[config.mk]
export PLATFORM = sky130hd
export DESIGN_NAME = alien_hit_scanner_flat
export DESIGN_NICKNAME = d
export VERILOG_FILES = /design/src/rtl/alien_hit_scanner_if.sv /design/src/rtl/alien_hit_scanner.sv /design/src/flat_wrapper.sv
export SDC_FILE = /design/constraint.sdc
export NUM_CORES = 1
export LEC_CHECK = 0
export BUFFER_PORTS_ARGS = -buffer_cell sky130_fd_sc_hd__buf_2
export CAP_MARGIN = 30
export CORE_UTILIZATION = 62
export CTS_CLUSTER_SIZE = 40
export DETAILED_ROUTE_END_ITERATION = 6
export PLACE_DENSITY = 0.94
export REMOVE_ABC_BUFFERS = 1
export SLEW_MARGIN = 20
export SYNTH_ARGS = -nofsm -noshare
export SYNTH_HDL_FRONTEND = slang
export SYNTH_SLANG_ARGS = --single-unit
[constraint.sdc]
create_clock -name Clk -period 8.5 [get_ports Clk]
set_input_delay 0.425 -clock Clk [delete_from_list [all_inputs] [get_ports Clk]]
set_output_delay 0.425 -clock Clk [all_outputs]
set_load 0.005 [all_outputs]
[src/rtl/alien_hit_scanner_if.sv]
// alien_hit_scanner_if: missile/formation inputs and per-frame scan results
interface alien_hit_scanner_if #(parameter int N = 55);
  logic frame_clk, pm_exist, level_restart;
  logic [9:0] pmX, pmY, grid_x, grid_y;
  logic [N-1:0] alive;
  logic collided, scan_done, all_dead;
  logic [5:0] hit_index;
  logic [15:0] score;
  modport master (
    output frame_clk, pm_exist, level_restart, pmX, pmY, grid_x, grid_y,
    input alive, collided, scan_done, all_dead, hit_index, score
  );
  modport slave (
    input frame_clk, pm_exist, level_restart, pmX, pmY, grid_x, grid_y,
    output alive, collided, scan_done, all_dead, hit_index, score
  );
endinterface

[src/rtl/alien_hit_scanner.sv]
// alien_hit_scanner: per-frame missile vs formation hit scan with scoring; ROW_POINTS_EN enables per-row points
module alien_hit_scanner #(
  parameter int ROWS = 5,
  parameter int COLS = 11,
  parameter int ALIEN_W = 16,
  parameter int ALIEN_H = 16,
  parameter int X_PITCH = 32,
  parameter int Y_PITCH = 24,
  parameter int PM_W = 4,
  parameter int PM_H = 8
) (
  input logic Clk,
  input logic Reset,
  alien_hit_scanner_if.slave bus
);
  localparam int N = ROWS * COLS;
  typedef enum logic [1:0] {IDLE, SCAN, HIT, DONE} state_t;
  state_t state, state_n;
  logic sync1, sync2, edge_q, start, overlap, hit_now, last, wrap, restore, restart_pending;
  logic [9:0] lx, ly, gx;
  logic [10:0] ax, ay;
  logic [2:0] row;
  logic [3:0] col;
  logic [5:0] idx, hit_index;
  logic [N-1:0] alive;
  logic collided, all_dead;
  logic [15:0] score;
  logic [4:0] pts;
  logic [16:0] sum;
  assign start = sync2 && !edge_q;
  assign overlap = ({1'b0, lx} <= ax + 11'(ALIEN_W - 1)) && (ax <= {1'b0, lx} + 11'(PM_W - 1)) &&
                   ({1'b0, ly} <= ay + 11'(ALIEN_H - 1)) && (ay <= {1'b0, ly} + 11'(PM_H - 1));
  assign hit_now = alive[idx] && overlap;
  assign last = idx == 6'(N - 1);
  assign wrap = col == 4'(COLS - 1);
  assign restore = (state == IDLE && bus.level_restart) ||
                   (state == DONE && (bus.level_restart || restart_pending));
`ifdef ROW_POINTS_EN
  assign pts = row == 3'd0 ? 5'd30 : row <= 3'd2 ? 5'd20 : 5'd10;
`else
  assign pts = 5'd10;
`endif
  assign sum = {1'b0, score} + {12'd0, pts};
  assign bus.alive = alive;
  assign bus.collided = collided;
  assign bus.hit_index = hit_index;
  assign bus.score = score;
  assign bus.all_dead = all_dead;
  assign bus.scan_done = state == DONE;
  // state register
  always_ff @(posedge Clk) begin
    if (Reset) state <= IDLE;
    else state <= state_n;
  end
  // next-state: first live overlapping alien in index order ends the scan via HIT
  always_comb begin
    state_n = state;
    case (state)
      IDLE: state_n = start ? (bus.pm_exist ? SCAN : DONE) : IDLE;
      SCAN: state_n = hit_now ? HIT : last ? DONE : SCAN;
      HIT: state_n = DONE;
      default: state_n = IDLE;
    endcase
  end
  // frame sync, scan counters, kill/score update and revive handling
  always_ff @(posedge Clk) begin
    if (Reset) begin
      {sync1, sync2, edge_q, restart_pending, collided, all_dead} <= '0;
      {lx, ly, gx, ax, ay, row, col, idx} <= '0;
      hit_index <= '0;
      score <= '0;
      alive <= '1;
    end else begin
      sync1 <= bus.frame_clk;
      sync2 <= sync1;
      edge_q <= sync2;
      restart_pending <= (state == SCAN || state == HIT) && (bus.level_restart || restart_pending);
      if (state == IDLE && start) begin
        {lx, ly, gx} <= {bus.pmX, bus.pmY, bus.grid_x};
        {ax, ay} <= {1'b0, bus.grid_x, 1'b0, bus.grid_y};
        {row, col, idx} <= '0;
        collided <= 1'b0;
      end
      if (state == SCAN && !hit_now) begin
        idx <= idx + 6'd1;
        col <= wrap ? 4'd0 : col + 4'd1;
        row <= wrap ? row + 3'd1 : row;
        ax <= wrap ? {1'b0, gx} : ax + 11'(X_PITCH);
        ay <= wrap ? ay + 11'(Y_PITCH) : ay;
      end
      if (state == HIT) begin
        alive[idx] <= 1'b0;
        collided <= 1'b1;
        hit_index <= idx;
        score <= sum[16] ? 16'hFFFF : sum[15:0];
      end
      if (restore) alive <= '1;
      if (restore) all_dead <= 1'b0;
      else if (state == DONE) all_dead <= alive == '0;
    end
  end
endmodule

[src/flat_wrapper.sv]
// flat-port wrapper written by rule: the top's interface ports become plain ports
module alien_hit_scanner_flat 
#(
  parameter int ROWS = 5,
  parameter int COLS = 11,
  parameter int ALIEN_W = 16,
  parameter int ALIEN_H = 16,
  parameter int X_PITCH = 32,
  parameter int Y_PITCH = 24,
  parameter int PM_W = 4,
  parameter int PM_H = 8
)
  (Clk, Reset, bus_frame_clk, bus_pm_exist, bus_level_restart, bus_pmX, bus_pmY, bus_grid_x, bus_grid_y, bus_alive, bus_collided, bus_scan_done, bus_all_dead, bus_hit_index, bus_score);
  alien_hit_scanner_if bus_i ();
  input logic Clk;
  input logic Reset;
  input wire logic [$bits(bus_i.frame_clk)-1:0] bus_frame_clk;
  input wire logic [$bits(bus_i.pm_exist)-1:0] bus_pm_exist;
  input wire logic [$bits(bus_i.level_restart)-1:0] bus_level_restart;
  input wire logic [$bits(bus_i.pmX)-1:0] bus_pmX;
  input wire logic [$bits(bus_i.pmY)-1:0] bus_pmY;
  input wire logic [$bits(bus_i.grid_x)-1:0] bus_grid_x;
  input wire logic [$bits(bus_i.grid_y)-1:0] bus_grid_y;
  output wire logic [$bits(bus_i.alive)-1:0] bus_alive;
  output wire logic [$bits(bus_i.collided)-1:0] bus_collided;
  output wire logic [$bits(bus_i.scan_done)-1:0] bus_scan_done;
  output wire logic [$bits(bus_i.all_dead)-1:0] bus_all_dead;
  output wire logic [$bits(bus_i.hit_index)-1:0] bus_hit_index;
  output wire logic [$bits(bus_i.score)-1:0] bus_score;
  assign bus_i.frame_clk = bus_frame_clk;
  assign bus_i.pm_exist = bus_pm_exist;
  assign bus_i.level_restart = bus_level_restart;
  assign bus_i.pmX = bus_pmX;
  assign bus_i.pmY = bus_pmY;
  assign bus_i.grid_x = bus_grid_x;
  assign bus_i.grid_y = bus_grid_y;
  assign bus_alive = bus_i.alive;
  assign bus_collided = bus_i.collided;
  assign bus_scan_done = bus_i.scan_done;
  assign bus_all_dead = bus_i.all_dead;
  assign bus_hit_index = bus_i.hit_index;
  assign bus_score = bus_i.score;
  alien_hit_scanner #(.ROWS(ROWS), .COLS(COLS), .ALIEN_W(ALIEN_W), .ALIEN_H(ALIEN_H), .X_PITCH(X_PITCH), .Y_PITCH(Y_PITCH), .PM_W(PM_W), .PM_H(PM_H)) u_core (.Clk(Clk), .Reset(Reset), .bus(bus_i));
endmodule
==> flow_metrics.tcl, run 1 <==
set metrics [dict create \
    synth_cell_types 63 \
    crit_required_ps 8850 \
    fin_nets 1158 \
    core_area_um2 12210 \
    overflow 0 \
    critPathMaxFanout 34 \
    worstHoldStart "bus_frame_clk" \
    internal_power_mw 1.322 \
    power_density_nw_per_um2 205.3 \
    multi_input_area_um2 4613 \
    row_count 40 \
    maxCapViolations 0 \
    fillers 885 \
    dpl.hpwl_um 14170 \
    io_buffers 124 \
    drc_errors 0 \
    ys.flop_type "dfxtp_1" \
    crit_chain "inv_1, ha_1, or3b_2, nand3_1, xor2_1, ha_1, a211oi_1, a22oi_1, o21bai_1, a211o_1, nand3_1, o41ai_4, buf_4, mux2i_1, o22ai_1, a211oi_2" \
    syn_inst 955 \
    cp.arrival_ps 4600 \
    yosysSeqAreaShare_pct 37.27 \
    viasPerCell 6.141 \
    period_share_pct 49.99 \
    dr.pass1.iters 5 \
    worstHoldPathType "in -> reg" \
    peakVddDrop_uv 159.9 \
    seqPwrFrac_pct 40.2 \
    tns_ps 0 \
    p_leak_nw 3.476 \
    grt_antenna_before_repair 1 \
    clockRootBuffer "clkbuf_16" \
    synth_area_um2 7895 \
    drtIter0Drc 707 \
    max-slew-margin-rel_pct 32.81 \
    fin_worst_skew_ps 9.281 \
    slowest_stage "or3b_2" \
    grtUsageTotal_pct 32.65 \
    p_comb_share_pct 18.3 \
    fin_hold_ws_ps 200.5 \
    fmax_ghz 0.2354 \
    cts_hold_buffers 0 \
    yosysWarnings 0 \
    period_needed_ps 4249 \
    switching_share_pct 29.65 \
    avgSynthCellArea_um2 8.267 \
    cts_sinks 147 \
    drive_gt1_share_pct 17.12 \
    switching_power_uw 557.2 \
    start_util_pct 64.65 \
    slew_violations 0 \
    grt_max_degree 66 \
    tightest_slew_ps 1006 \
    place_area_um2 8544 \
    grt_pass1_vias 7164 \
    clkLatencyLatePin_ps 430 \
    pin_count 125 \
    setup_viol 0 \
    cts_tree "yes" \
    power_frac_clock_pct 41.5 \
    post-route-cell-area_um2 9153 \
    vias 7602 \
    cp-end-kind "register" \
    finalHoldViolations 0 \
    ff_latch_area_um2 2943 \
    area_growth_pct 15.93 \
    ctsResizeCount 0 \
    die_w_um 114.8 \
    avgRoutedWirePerCell_um 17.09 \
    rsz0062_at_grt "no" \
    htree_levels 4 \
    die_area_um2 13190 \
    synth-edff-count 0 \
    clk_path_buf_depth 2 \
    status "finished, final reports clean" \
    startpoint "u_core.ax[0]$_SDFFE_PP0P_" \
    cts_buffers 17 \
    postCtsSetupBuffers 0 \
    ys_seq_elements 147 \
    place_congestion 0.9515 \
    max_stage_delay_ps 540 \
    async_flop_share_pct 0 \
    power_mw 1.879 \
    die_h_um 114.8 \
    path_class "reg -> reg" \
    startpoint_type "register" \
    grt_pass1_wl_um 34010 \
    clk_pin_slew_ps 60 \
    ant_nets 0 \
    r2r_start "u_core.ax[0]$_SDFFE_PP0P_" \
    wirelength_um 21160 \
]
==> metal layers <==
layer,vias to the layer above,part of all wire (%),global-route usage (%)
li1,3588,-,-
met1,3565,41,39.21
met2,375,48,54.34
met3,74,8.3,9.067
met4,0,2.9,15.15
met5,-,0,0
==> state kept, by name, indices dropped and copies added, names as in the netlist, 6 cells and up <==
signal / flops
u_core.bus.hit_index: 6
u_core.gx: 10
u_core.ax: 11
u_core.idx: 6
u_core.lx: 10
u_core.ly: 10
u_core.ay: 11
u_core.bus.score: 16
u_core.bus.alive: 55
==> cell families after synthesis <==
group,share of synthesized area (%)
adder cells (fa/ha/maj),9.033
AND/OR/NAND/NOR,21.51
flip-flops,37.27
buffers and inverters,4.326
XOR/XNOR,5.658
multiplexers,4.120
AO/OA/AOI/OAI,18.08
==> stage by stage <==
stage	worst slack (ps)	cells	util [%]
after CTS	4337	1237	74.93
after global routing	3963	1237	74.93
after global placement	4528	1205	69.97
final	4251	1238	74.95
after floorplan	4253	905	-
after detailed placement	4381	1205	69.97
==> layout make-up <==
class	count	share of cell area [%]
multi-input cells	732	50.40
flip-flops and latches	147	32.15
repair buffers	132	7.437
clock buffers	19	4.730
well taps	168	2.297
clock inverters	13	1.887
inverters	26	1.066
diodes	1	0.02734
==> cell usage after synthesis, types with 11 or more instances <==
library cell,instances,area (µm²)
nand2_1,171,641.9
dfxtp_1,147,2943
a21oi_1,73,365.4
o21ai_0,67,335.3
ha_1,57,713.2
nor2_1,57,214.0
nand3_1,41,205.2
clkbuf_1,30,112.6
mux2i_1,28,280.3
inv_1,26,97.59
xor2_1,26,227.7
xnor2_1,25,219.0
nor4_1,17,106.4
nor3_1,16,80.08
nand4_1,14,87.58
a211oi_1,12,90.09
o22ai_1,11,68.82
==> cell usage in the layout, fill, tap and decap left out, types with 4 or more instances in the layout <==
| master | Yosys | layout |
|---|---|---|
| dfxtp_1 | 147 | 147 |
| clkbuf_16 | 0 | 17 |
| a311oi_2 | 5 | 5 |
| o21ai_0 | 67 | 67 |
| nor4_1 | 17 | 17 |
| xor2_1 | 26 | 26 |
| nand4_1 | 14 | 14 |
| a31oi_1 | 4 | 4 |
| inv_1 | 26 | 26 |
| o22ai_1 | 11 | 11 |
| ha_1 | 57 | 57 |
| buf_2 | 4 | 124 |
| xnor2_1 | 25 | 25 |
| a21oi_1 | 73 | 73 |
| nand2b_1 | 7 | 7 |
| and2_1 | 6 | 6 |
| a22oi_1 | 9 | 9 |
| buf_4 | 5 | 8 |
| mux2i_1 | 28 | 28 |
| nor3_1 | 16 | 16 |
| o31ai_1 | 6 | 6 |
| nand3b_1 | 4 | 4 |
| nand3_1 | 41 | 41 |
| nor2_1 | 57 | 56 |
| and3_1 | 9 | 9 |
| nor2b_1 | 9 | 9 |
| inv_6 | 0 | 4 |
| a21o_1 | 7 | 7 |
| nand2_1 | 171 | 171 |
| or3_1 | 6 | 6 |
| a211oi_1 | 12 | 12 |
==> critical path: cells and delay by family (launching register included) <==
family,cells,cell delay [ps]
compound gates,7,1480
simple gates,3,860
mux,1,500
buf+inv,2,480
fa+ha+maj,2,420
flops,1,330
xor+xnor,1,100
==> power by group through the flow <==
stage          Sequential (mW)  Combinational [mW]  Clock (mW)
2_1_floorplan            0.768               0.232           0
3_3_place_gp             0.768               0.319           0
3_5_place_dp             0.769               0.333           0
4_1_cts                  0.755               0.339       0.779
5_1_grt                  0.760               0.381       0.809
6_report                 0.756               0.344       0.779
==> path summary, 6_finish.rpt <==
path / cells after the start / slack [ps] / endpoint
worst max-delay path: 16 / 4250 / u_core.ay[4]$_SDFFE_PP0P_
worst min-delay path: 2 / 200 / u_core.sync1$_SDFF_PP0_
worst max register to register: 16 / 4250 / u_core.ay[4]$_SDFFE_PP0P_
worst min register to register: 1 / 440 / u_core.sync2$_SDFF_PP0_
Power figures use the tool's default switching activity.
==> inputs of run 2 (changes only) <==
--- a/config.mk
+++ b/config.mk
@@ -5,12 +5,13 @@
 export SDC_FILE = /design/constraint.sdc
 export NUM_CORES = 1
 export LEC_CHECK = 0
+export ABC_AREA = 1
 export BUFFER_PORTS_ARGS = -buffer_cell sky130_fd_sc_hd__buf_2
 export CAP_MARGIN = 30
-export CORE_UTILIZATION = 62
+export CORE_UTILIZATION = 58
 export CTS_CLUSTER_SIZE = 40
 export DETAILED_ROUTE_END_ITERATION = 6
-export PLACE_DENSITY = 0.94
+export PLACE_DENSITY = 0.89
 export REMOVE_ABC_BUFFERS = 1
 export SLEW_MARGIN = 20
 export SYNTH_ARGS = -nofsm -noshare
==> constraint.sdc (replaced) <==
create_clock -name Clk -period 4.2 [get_ports Clk]
set_input_delay 0.21 -clock Clk [delete_from_list [all_inputs] [get_ports Clk]]
set_output_delay 0.21 -clock Clk [all_outputs]
set_load 0.005 [all_outputs]
==> run 2 against run 1 <==
Sequential share of layout area decreased by 0.98 points. Highest routed layer unchanged. Register-to-register slack got worse by 3700 ps. Count of clock-buffer cells in the layout decreased by 1. Sequential power increased by 100%.
==> flow_metrics.tcl, run 2 <==
set metrics [dict create \
    clk_pin_slew_ps 70 \
    yosysSeqAreaShare_pct 36.20 \
    final_cell_mix "277 x nand2_1, 147 x dfxtp_1, 124 x buf_2" \
    finalHoldViolations 0 \
    hold_path_depth 3 \
    grtUsageTotal_pct 29.63 \
    vias 8140 \
    yosysTopAreaCell "dfxtp_1" \
    cp.arrival_ps 4000 \
    ys_seq_elements 147 \
    core_area_um2 13450 \
    synth_area_um2 8129 \
    maxCapViolations 0 \
    top_regs "u_core.bus.alive x55, u_core.bus.score x16" \
    grt_pass1_vias 7363 \
    seqPwrFrac_pct 38.9 \
    cts_sinks 147 \
    max-slew-margin-rel_pct 46.29 \
    cts_buffers 17 \
    grt_antenna_before_repair 0 \
    avgRoutedWirePerCell_um 14.40 \
    met1Wirelength_um 8964 \
    worstRegToRegCells 21 \
    worstHoldPathType "in -> reg" \
    regMostFlops "u_core.bus.alive" \
    fmax_ghz 0.2716 \
    startpoint_type "register" \
    rsz0062_at_grt "no" \
    setup_viol 0 \
    min_to "u_core.lx[9]$_SDFFE_PP0P_" \
    wl_met2_um 9940 \
    async_flop_share_pct 0 \
    worstHoldStart "bus_pmX[9]" \
    drc_errors 0 \
    avgSynthCellArea_um2 7.038 \
    tightest_slew_ps 805.6 \
    largest_register_ffs 55 \
    internal_power_mw 2.671 \
    io_buffers 124 \
    place_congestion 0.9424 \
    status "finished, final reports clean" \
    period_share_pct 87.66 \
    fin_nets 1364 \
    synth_common_cells "277 x nand2_1, 147 x dfxtp_1, 122 x nor2_1" \
    tns_ps 0 \
    top_layer "met4" \
    htree_levels 4 \
    overflow 0 \
    yosysMostFrequentCell "nand2_1" \
    p_leak_nw 4.228 \
    drive_gt1_share_pct 14.20 \
    r2r-end "u_core.ay[8]$_SDFFE_PP0P_" \
    viasPerCell 5.610 \
    clkLatencyLatePin_ps 420 \
    path_class "reg -> reg" \
    power_density_nw_per_um2 419.1 \
    peakVddDrop_uv 402.7 \
    drtIter0Drc 757 \
    period_needed_ps 3682 \
    synth-edff-count 0 \
    clockRootBuffer "clkbuf_16" \
    cp-end-kind "register" \
    wl_met3_um 1645 \
    r2r_setup_slack_ps 520 \
    power_frac_clock_pct 39.5 \
    ant_nets 0 \
    area_growth_pct 16.15 \
    switching_power_mw 1.286 \
    final_common_cell "nand2_1" \
    r2r_start "u_core.lx[1]$_SDFFE_PP0P_" \
    critPathMaxFanout 35 \
    die_h_um 120.4 \
    slew_violations 0 \
    die_w_um 120.4 \
    grt_max_degree 61 \
    wirelength_um 20890 \
    start_util_pct 60.43 \
    fin_worst_skew_ps 5.884 \
    syn_inst 1155 \
    crit_required_ps 4520 \
    place_area_um2 8806 \
    dr.pass1.iters 6 \
    ys.flop_type "dfxtp_1" \
    n_antenna_cell 0 \
    p_comb_share_pct 21.6 \
    grt_pass1_wl_um 34800 \
    yosysWarnings 0 \
    clk_path_buf_depth 2 \
    cts_tree "yes" \
    row_count 42 \
    synth_top_area_share_pct 36.20 \
    post-route-cell-area_um2 9442 \
    die_area_um2 14490 \
    pin_count 125 \
    switching_share_pct 32.50 \
    synth_cell_types 40 \
    dpl.hpwl_um 14460 \
    synthTopCellsByArea "dfxtp_1 36%, nand2_1 13%, ha_1 8.8%, o21ai_0 6.8%, nand3_1 5.7%" \
]
-- run 2: cell types whose count changed in the layout (fill, tap and decap cells not counted), sizes merged, moves of 10 or more --
| cell | delta |
|---|---|
| o21ai | +47 |
| nor2 | +69 |
| xnor2 | -11 |
| inv | +76 |
| nor2b | -10 |
| nand2 | +109 |
| nand3 | +54 |
| mux2i | -27 |
| o22ai | -11 |
-- run 2: worst max-delay path, stage by stage (launching register included) --
cell and delay [ps]:
dfxtp_1 340, inv_1 80, ha_1 210, nor2_1 210, nand2_1 90, nor2_1 190, nand3_1 120, xor2_1 160
ha_1 310, nand2_1 70, nor4_1 270, nand3_1 100, nand2_1 80, nand2_1 60, nor2_1 160, nand3_4 260
nand2_8 280, nand2_4 160, nand2_2 180, inv_2 90, nor2_1 100, nor2_1 40
-- run 2: how the worst max path moves through the flow --
stage	start	endpoint	slack [ps]	cells past startpoint
4_1_cts	u_core.lx[1]$_SDFFE_PP0P_	u_core.ay[8]$_SDFFE_PP0P_	430	21
6_report	u_core.lx[1]$_SDFFE_PP0P_	u_core.ay[8]$_SDFFE_PP0P_	520	21
5_1_grt	u_core.lx[1]$_SDFFE_PP0P_	u_core.ay[8]$_SDFFE_PP0P_	70	21
3_5_place_dp	u_core.lx[1]$_SDFFE_PP0P_	u_core.ay[8]$_SDFFE_PP0P_	470	21
3_3_place_gp	u_core.lx[1]$_SDFFE_PP0P_	u_core.ay[8]$_SDFFE_PP0P_	580	21
2_1_floorplan	Reset	u_core.bus.all_dead$_SDFFE_PP0P_	880	4
-- run 2: repair_timing --
item	4_1_cts	5_1_grt
gates resized for setup	0	1
buffers inserted	0	0
setup endpoints to repair	0	7
hold endpoints to repair	2	0
hold buffers	2	0
-- run 2: logic make-up (layout without fill, tap and decap cells) --
kind of cell | after synthesis | after routing | synth area share [%]
AND/OR/NAND/NOR | 556 | 556 | 29.49
AO/OA/AOI/OAI | 199 | 199 | 12.64
flip-flops | 147 | 147 | 36.20
buffers and inverters | 146 | 266 | 7.496
adder cells (fa/ha/maj) | 57 | 57 | 8.773
XOR/XNOR | 49 | 49 | 5.279
multiplexers | 1 | 1 | 0.1231
-- run 2: layout make-up --
type | instances | area [µm²]
multi-input cells | 862 | 4597
fillers | 1132 | 4011
flip-flops and latches | 147 | 2943
repair buffers | 133 | 693.2
clock buffers | 18 | 439.2
inverters | 101 | 381.6
well taps | 176 | 220.2
clock inverters | 14 | 167.7
-- run 2: per-layer routing --
metal	up-vias	GRT usage [%]
met3	33	6.132
li1	4016	-
met1	3729	38.67
met5	-	0
met2	362	49.17
met4	0	8.796
-- run 2: power groups by stage --
stage / sequential [mW] / combinational [mW] / clock, mW
2_1_floorplan: 1.56 / 0.598 / 0
3_3_place_gp: 1.56 / 0.804 / 0
3_5_place_dp: 1.56 / 0.825 / 0
4_1_cts: 1.54 / 0.839 / 1.57
5_1_grt: 1.55 / 0.977 / 1.64
6_report: 1.54 / 0.856 / 1.56
-- run 2: stage by stage --
stage	setup WS, ps	std cells	util (%)	power, mW	hold WS (ps)
global route	69.89	1451	70.18	4.166	11.62
CTS	432.0	1451	70.12	3.948	1.756
global placement	583.3	1417	65.46	2.367	398.8
detailed placement	467.6	1417	65.46	2.389	406.8
finish	518.2	1451	70.18	3.957	9.665
floorplan	884.8	1110	-	2.154	279.1
